## src/rtl/fetch_unit.sv

```systemverilog
// Instruction fetch stage: owns the PC, issues reads to imemory and buffers
// returned words in an in-order queue presented to decode over valid/ready.
module fetch_unit #(
   parameter logic [31:0] RESET_PC    = 32'h0000_0000,
   parameter int unsigned MEM_DEPTH   = 1024,
   parameter int unsigned QUEUE_DEPTH = 4
) (
   input  logic        clk,
   input  logic        rst,
   output logic [31:0] imem_addr,
   output logic        imem_read_en,
   input  logic [31:0] imem_data,
   input  logic        redirect_valid,
   input  logic [31:0] redirect_pc,
   output logic        out_valid,
   input  logic        out_ready,
   output logic [31:0] out_pc,
   output logic [31:0] out_insn,
   output logic        out_fault
);

   localparam int unsigned PTR_W = $clog2(QUEUE_DEPTH);
   localparam int unsigned CNT_W = $clog2(QUEUE_DEPTH + 1);
   localparam logic [31:0] PC_LIMIT = 32'(MEM_DEPTH - 3);
   localparam logic [31:0] NOP_INSN = 32'h0000_0013;

   localparam logic [0:0] ST_RUN  = 1'b0;
   localparam logic [0:0] ST_HALT = 1'b1;

   logic [0:0]       state_q, state_d;
   logic [31:0]      pc_q, pc_d;
   logic [PTR_W-1:0] rd_ptr_q, rd_ptr_d;
   logic [PTR_W-1:0] wr_ptr_q, wr_ptr_d;
   logic [CNT_W-1:0] count_q, count_d;

   logic [31:0] q_pc_q    [QUEUE_DEPTH];
   logic [31:0] q_insn_q  [QUEUE_DEPTH];
   logic        q_fault_q [QUEUE_DEPTH];

   logic        pop;
   logic        space;
   logic        fault;
   logic        push;
   logic [31:0] push_insn;
   logic        push_fault;

   assign pop   = (count_q != '0) && out_ready;
   assign space = (count_q < CNT_W'(QUEUE_DEPTH)) || pop;
   assign fault = (pc_q[1:0] != 2'b00) || pc_q[31] || (pc_q >= PC_LIMIT);

   // Redirect outranks fetch; reset only needs to mask the read strobe here.
   always_comb begin
      state_d      = state_q;
      pc_d         = pc_q;
      rd_ptr_d     = rd_ptr_q;
      wr_ptr_d     = wr_ptr_q;
      count_d      = count_q;
      push         = 1'b0;
      push_insn    = imem_data;
      push_fault   = 1'b0;
      imem_read_en = 1'b0;

      if (redirect_valid) begin
         rd_ptr_d = '0;
         wr_ptr_d = '0;
         count_d  = '0;
         pc_d     = redirect_pc;
         state_d  = ST_RUN;
      end else begin
         if (pop) begin
            rd_ptr_d = rd_ptr_q + PTR_W'(1);
         end
         if ((state_q == ST_RUN) && space) begin
            push = 1'b1;
            if (!fault) begin
               imem_read_en = 1'b1;
               pc_d         = pc_q + 32'd4;
            end else begin
               push_insn  = NOP_INSN;
               push_fault = 1'b1;
               state_d    = ST_HALT;
            end
         end
         if (push) begin
            wr_ptr_d = wr_ptr_q + PTR_W'(1);
         end
         case ({push, pop})
            2'b10:   count_d = count_q + CNT_W'(1);
            2'b01:   count_d = count_q - CNT_W'(1);
            default: count_d = count_q;
         endcase
      end

      if (rst) begin
         imem_read_en = 1'b0;
      end
   end

   always_ff @(posedge clk) begin
      if (rst) begin
         state_q  <= ST_RUN;
         pc_q     <= RESET_PC;
         rd_ptr_q <= '0;
         wr_ptr_q <= '0;
         count_q  <= '0;
      end else begin
         state_q  <= state_d;
         pc_q     <= pc_d;
         rd_ptr_q <= rd_ptr_d;
         wr_ptr_q <= wr_ptr_d;
         count_q  <= count_d;
      end
   end

   // Queue storage needs no reset: entries are only visible while counted.
   always_ff @(posedge clk) begin
      if (!rst && push) begin
         q_pc_q[wr_ptr_q]    <= pc_q;
         q_insn_q[wr_ptr_q]  <= push_insn;
         q_fault_q[wr_ptr_q] <= push_fault;
      end
   end

   assign imem_addr = pc_q;
   assign out_valid = (count_q != '0);
   assign out_pc    = out_valid ? q_pc_q[rd_ptr_q]   : 32'h0;
   assign out_insn  = out_valid ? q_insn_q[rd_ptr_q] : 32'h0;
   assign out_fault = out_valid ? q_fault_q[rd_ptr_q] : 1'b0;

endmodule

```

## config.mk

```make
export PLATFORM = sky130hd
export DESIGN_NAME = fetch_unit
export DESIGN_NICKNAME = d
export VERILOG_FILES = /design/src/rtl/fetch_unit.sv
export SDC_FILE = /design/constraint.sdc
export NUM_CORES = 1
export LEC_CHECK = 0
export CAP_MARGIN = 25
export CORE_UTILIZATION = 35
export DETAILED_ROUTE_END_ITERATION = 12
export HOLD_SLACK_MARGIN = 0.1
export PLACE_DENSITY = 0.52
export SYNTH_ARGS = -nofsm -noshare
export SYNTH_HDL_FRONTEND = slang
export SYNTH_SLANG_ARGS = --single-unit
```

## constraint.sdc

```tcl
create_clock -name clk -period 7.75 [get_ports clk]
set_clock_uncertainty 0.15 [all_clocks]
set_input_delay 0.775 -clock clk [delete_from_list [all_inputs] [get_ports clk]]
set_output_delay 0.775 -clock clk [all_outputs]
set_load 0.02 [all_outputs]
```

# After elaboration in Yosys (flattened, before gate mapping)
# Memories as Yosys holds them, arrays and structs flattened. A register that Yosys moved wholly into a read port is not among the register bits.
# Cells that the tools add are included.
[totals]
reg_bits = 40
mem_bits_rw = 260
input_bits = 68
out_inout_bits = 99
elab_cells = 61
memories = 3
[mem_list]
columns = ["name", "depth", "word_bits", "rd", "rd_clocked_by_memory_dff", "wr", "line", "text"]
rows = [
  ["q_insn_q", 4, 32, 1, 1, 1, "37", "logic [31:0] q_insn_q [QUEUE_DEPTH];"],
  ["q_pc_q", 4, 32, 1, 1, 1, "36", "logic [31:0] q_pc_q [QUEUE_DEPTH];"],
  ["q_fault_q", 4, 1, 1, 1, 1, "38", "logic q_fault_q [QUEUE_DEPTH];"],
]
[op_classes]
add_sub_neg = 5
order_cmp = 2
n_eq_ne = 3
mux = 28
n_bitwise = 1
n_reduce_logical = 14
[ops]
columns = ["cell", "count"]
rows = [
  ["$mux W32", 8],
  ["$add A32 B3 Y32 const B", 1],
  ["$ge A32 B10 Y1 const B", 1],
  ["$mux W1", 13],
  ["$mux W2", 6],
  ["$pmux W3 S2", 1],
  ["$reduce_bool A2 Y1", 3],
  ["$add A2 B1 Y2 const B", 2],
  ["$reduce_and A2 Y1", 2],
  ["$add A3 B1 Y3 const B", 1],
  ["$logic_and A1 B1 Y1", 3],
  ["$logic_or A1 B1 Y1", 3],
  ["$lt A3 B3 Y1 const B", 1],
  ["$reduce_bool A3 Y1", 1],
  ["$sub A3 B1 Y3 const B", 1],
  ["$eq A2 B1 Y1 const B", 1],
  ["$eq A2 B2 Y1 const B", 1],
  ["$ne A2 B2 Y1 const B", 1],
  ["$reduce_or A2 Y1", 1],
  ["$logic_not A1 Y1", 1],
  ["$not A1 Y1", 1],
]

# Logic depth before layout (Yosys ltp)
[logic_depth]
ltp_word = 10
mapped_depth = 9
mapped_depth_nobuf = 9

# Worst setup path after synthesis
# No wires, ideal clock.
[synth_path]
path_kind = "in2reg"
from = "input out_ready"
to = "memory q_fault_q[0], enable pin"
setup_time_ns = 0.430
arrival_time_ns = 2.918
required_time_ns = 7.170
path_slack_ns = 4.251
stages = 3
path_buffers = 0
path_cell_list = "and2b_2 -> nor2_1 -> and3_1"
[synth_via]
elab_chain_len = 9
[synth_lines]
columns = ["item", "line", "text"]
rows = [
  ["from (decl)", "16", "input logic out_ready,"],
  ["$logic_and A1 B1 Y1", "47", "assign pop = (count_q != '0) && out_ready;"],
  ["$logic_or A1 B1 Y1", "48", "assign space = (count_q < CNT_W'(QUEUE_DEPTH)) || pop;"],
  ["$logic_and A1 B1 Y1", "73", "if ((state_q == ST_RUN) && space) begin"],
  ["$mux W1", "73", ""],
  ["$mux W1 (2 in a row)", "63", "if (redirect_valid) begin"],
  ["$logic_and A1 B1 Y1", "117", "if (!rst && push) begin"],
  ["$mux W1", "117", ""],
  ["$mux W1 (not written as such)", "120", "q_fault_q[wr_ptr_q] <= push_fault;"],
  ["to (decl)", "38", ""],
]
# Every way passes these cells. The select of a mux whose other input is x is not followed.

==> impl_metrics.csv <==
group,metric,value,unit
outcome,status,"finished, final reports clean",
worst_setup_path,crit_family,"buffers and inverters",
cts,clkTransAtPathRegs,0.06,ns
routing,firstDrtPassIters,4,
cts,cts_tree,"done",
floorplanning,initial_core_util,35.6,%
sta,setup_ws,3.41,ns
worst_setup_path,cp-start-kind,"flop",
cts,clkSinkCount,302,
routing,wl_per_cell,19.9,um
sta,hold_viol_final,0,
pwr,p_per_area,248,mW/mm^2
routing,vias,6437,
worst_setup_path,path_max_fanout,36,
routing,drc,0,
placed_design,pre_cts_ws,3.69,ns
sta,setup_viol,0,
pwr,power_frac_seq,48.3,%
routing,routed_via_density,4.91,
global_routing,grt_pass1_wl,40900,um
floorplanning,fp.dieW,187,um
pwr,p_int,3.01,mW
synth,yosysSeqAreaShare,72.2,%
cts,ctsResizeCount,0,
sta,maxSlewViolCount,0,
cts,root_buffer,"clkbuf_16",
sta,relSlewSlack,50.0,%
routing,drtIter0Drc,326,
synth,syn_area_per_cell,18.0,um^2
cells_and_area,drive_gt1_share,16.8,%
global_routing,grt_overflow_total,0,
synth,synth_edf_count,260,
pwr,p_clk_share,42.6,%
worst_setup_path,critPathCaptureType,"primary output",
cts,h-tree-depth,1,
pwr,power.switching,813,uW
worst_setup_path,critical_path_depth,4,
global_routing,grt_max_degree,66,
worst_setup_path,crit_type,"flop to primary output",
floorplanning,num_rows,67,
routing,ant_nets,0,
pwr,power.leakage,4.98,nW
global_routing,grt_antenna_before_repair,1,
global_routing,grt_usage,15.2,%
flow_run,maxCapViolCount,0,
worst_setup_path,crit_arrival,3.41,ns
floorplanning,coreArea,0.0336,mm^2
sta,fmax,230,MHz
sta,fin_crit_sh,56.0,%
pwr,power_switching_share,21.3,%
worst_setup_path,worstPathRequired,6.82,ns
placed_design,gp_congestion,0.741,
worst_setup_path,path_buf_inv,2,
cts,cts_setup_buffers,0,
cts,clk_latency,0.55,ns
synth,synth_area,0.0120,mm^2
sta,grt_setup_unrepaired,"no",
min_path,holdCritPathClass,"flop to flop",
cells_and_area,syn_to_final_growth,28.4,%
min_path,hold_path_depth,2,
placed_design,dpl.hpwl,15800,um
worst_setup_path,critPathMaxStageDelay,0.77,ns
synth,synth_nets,741,
synth,netlist_instances,666,
cts,cts_buffers,31,
floorplanning,die_y,187,um
global_routing,grt_pass1_vias,7040,
cts,cts_max_path_buffers,3,
floorplanning,io_pins,167,
worst_setup_path,crit_chain,"buf_4, mux4_2, and2_1, clkdlybuf4s50_1",
synth,synth.yosys.warnings,0,
worst_setup_path,rr_worst_depth,9,
synth,ys_types,45,
sta,timing.final.crit_period,4.34,ns
cells_and_area,n_fill_cell,2883,
synth,synth_flop_cell,"edfxtp_1",
sta,tns,0,ns
worst_setup_path,slowest_stage,"dfxtp_4",
floorplanning,die_area,0.0350,mm^2
routing,wirelength,26200,um
pwr,ir_worst_vdd,0.158,mV
placed_design,port_buffers,166,
cells_and_area,nets,914,
synth,ys_ff_latch,302,
synth,async_reset_ff_share,0,%
pwr,pwr-share-comb,9.0,%
cts,cts_hold_buf,0,
sta,tightest_slew,0.751,ns
[per-stage QoR]
stage	hold slack [ns]	util, %	cells	area [um^2]	total power [mW]
2_1_floorplan	0.322	-	666	12000	2.06
4_1_cts	0.375	45.7	1310	15400	3.87
5_1_grt	0.404	45.8	1311	15400	3.96
3_5_place_dp	0.365	42.3	1253	14200	2.23
3_3_place_gp	0.337	42.0	1249	14100	2.22
6_report	0.375	45.8	1312	15400	3.82
[path summary, 6_finish.rpt]
kind                                start                       to  slack (ns)
hold reg to reg   count_q[2]$_SDFFE_PP0P_  count_q[2]$_SDFFE_PP0P_        0.38
setup reg to reg  count_q[2]$_SDFFE_PP0P_  count_q[2]$_SDFFE_PP0P_        4.66
hold / removal    count_q[2]$_SDFFE_PP0P_  count_q[2]$_SDFFE_PP0P_        0.38
setup / recovery                     flop               out_pc[31]        3.41
[tightest hold or removal path, delay by kind of cell (launching register included)]
kind,cells,cell delay (ns)
flip-flops,1,0.33
AO/OA/AOI/OAI,2,0.14
[final cells by class]
class / instances / area (um^2) / share of cell area, %
Multi-Input combinational cell: 312 / 3140 / 20.4
Tap cell: 448 / 561 / 3.64
Antenna cell: 1 / 2.50 / 0.0163
Inverter: 16 / 60.1 / 0.390
Timing Repair Buffer: 176 / 1830 / 11.9
Sequential cell: 302 / 8660 / 56.3
Clock buffer: 32 / 779 / 5.07
Clock inverter: 25 / 357 / 2.32
[registers in the layout, summed over array words and instances, names as in the netlist, named ones only]
signal	flops
state_q	1
q_pc_q	128
count_q	3
q_insn_q	128
imem_addr	32
rd_ptr_q	2
q_fault_q	4
wr_ptr_q	2
[power groups by stage]
stage | logic [mW] | clock network (mW) | registers (mW)
after CTS | 0.352 | 1.67 | 1.85
after global placement | 0.342 | 0 | 1.88
after floorplan | 0.177 | 0 | 1.88
after detailed placement | 0.351 | 0 | 1.88
after global routing | 0.371 | 1.74 | 1.85
final | 0.345 | 1.63 | 1.85
[cells by family (layout without fill, tap and decap cells)]
| family | Yosys count | count (layout) | share of synthesized area (%) |
|---|---|---|---|
| compound gates | 27 | 27 | 1.64 |
| xor+xnor | 6 | 6 | 0.439 |
| fa+ha+maj | 7 | 7 | 0.794 |
| buf+inv | 52 | 249 | 1.87 |
| flops | 302 | 302 | 72.2 |
| mux | 90 | 90 | 14.3 |
| other cells | 0 | 1 | 0 |
| simple gates | 182 | 182 | 8.75 |
[synth_stat cells (all sizes together), types with 4 or more instances]
cell type  count  area, um^2
ha             6        75.1
inv           16        60.1
or2            5        31.3
nand4          4        31.3
nand3          4        20.0
nor2          39         146
nand2          5        18.8
dfxtp         42         841
buf           11        70.1
nor2b         29         181
nor3           4        20.0
clkbuf        25        93.8
and2          66         413
edfxtp       260        7810
and3           5        31.3
mux4          65        1460
nor4           7        43.8
or3            4        25.0
a21oi          8        40.0
o31a           4        35.0
mux2i         25         250
[per-layer routing]
layer / wire length, um / up-vias / global-route usage, %
li1: - / 2930 / -
met1: 11800 / 3289 / 20.4
met2: 12700 / 184 / 25.5
met3: 1220 / 34 / 2.63
met4: 462 / 0 / 3.72
met5: 0 / - / 0
[cells in the final DEF, fill, tap and decap left out, types with 4 or more instances in the layout]
| cell type | instances |
|---|---|
| clkbuf_16 | 31 |
| mux4_2 | 65 |
| nor4_1 | 7 |
| buf_16 | 5 |
| clkinv_2 | 8 |
| or2_2 | 5 |
| o31a_1 | 4 |
| inv_1 | 16 |
| nand2_1 | 5 |
| nor2_1 | 39 |
| bufinv_16 | 9 |
| clkdlybuf4s50_1 | 165 |
| clkinv_1 | 4 |
| mux2i_1 | 25 |
| and3_4 | 4 |
| edfxtp_1 | 260 |
| nor2b_1 | 29 |
| dfxtp_1 | 40 |
| nor3_1 | 4 |
| and2_1 | 66 |
| ha_1 | 6 |
| a21oi_1 | 8 |
| buf_4 | 5 |
| nand3_1 | 4 |
Note: power is estimated with default switching activity, not from simulation.
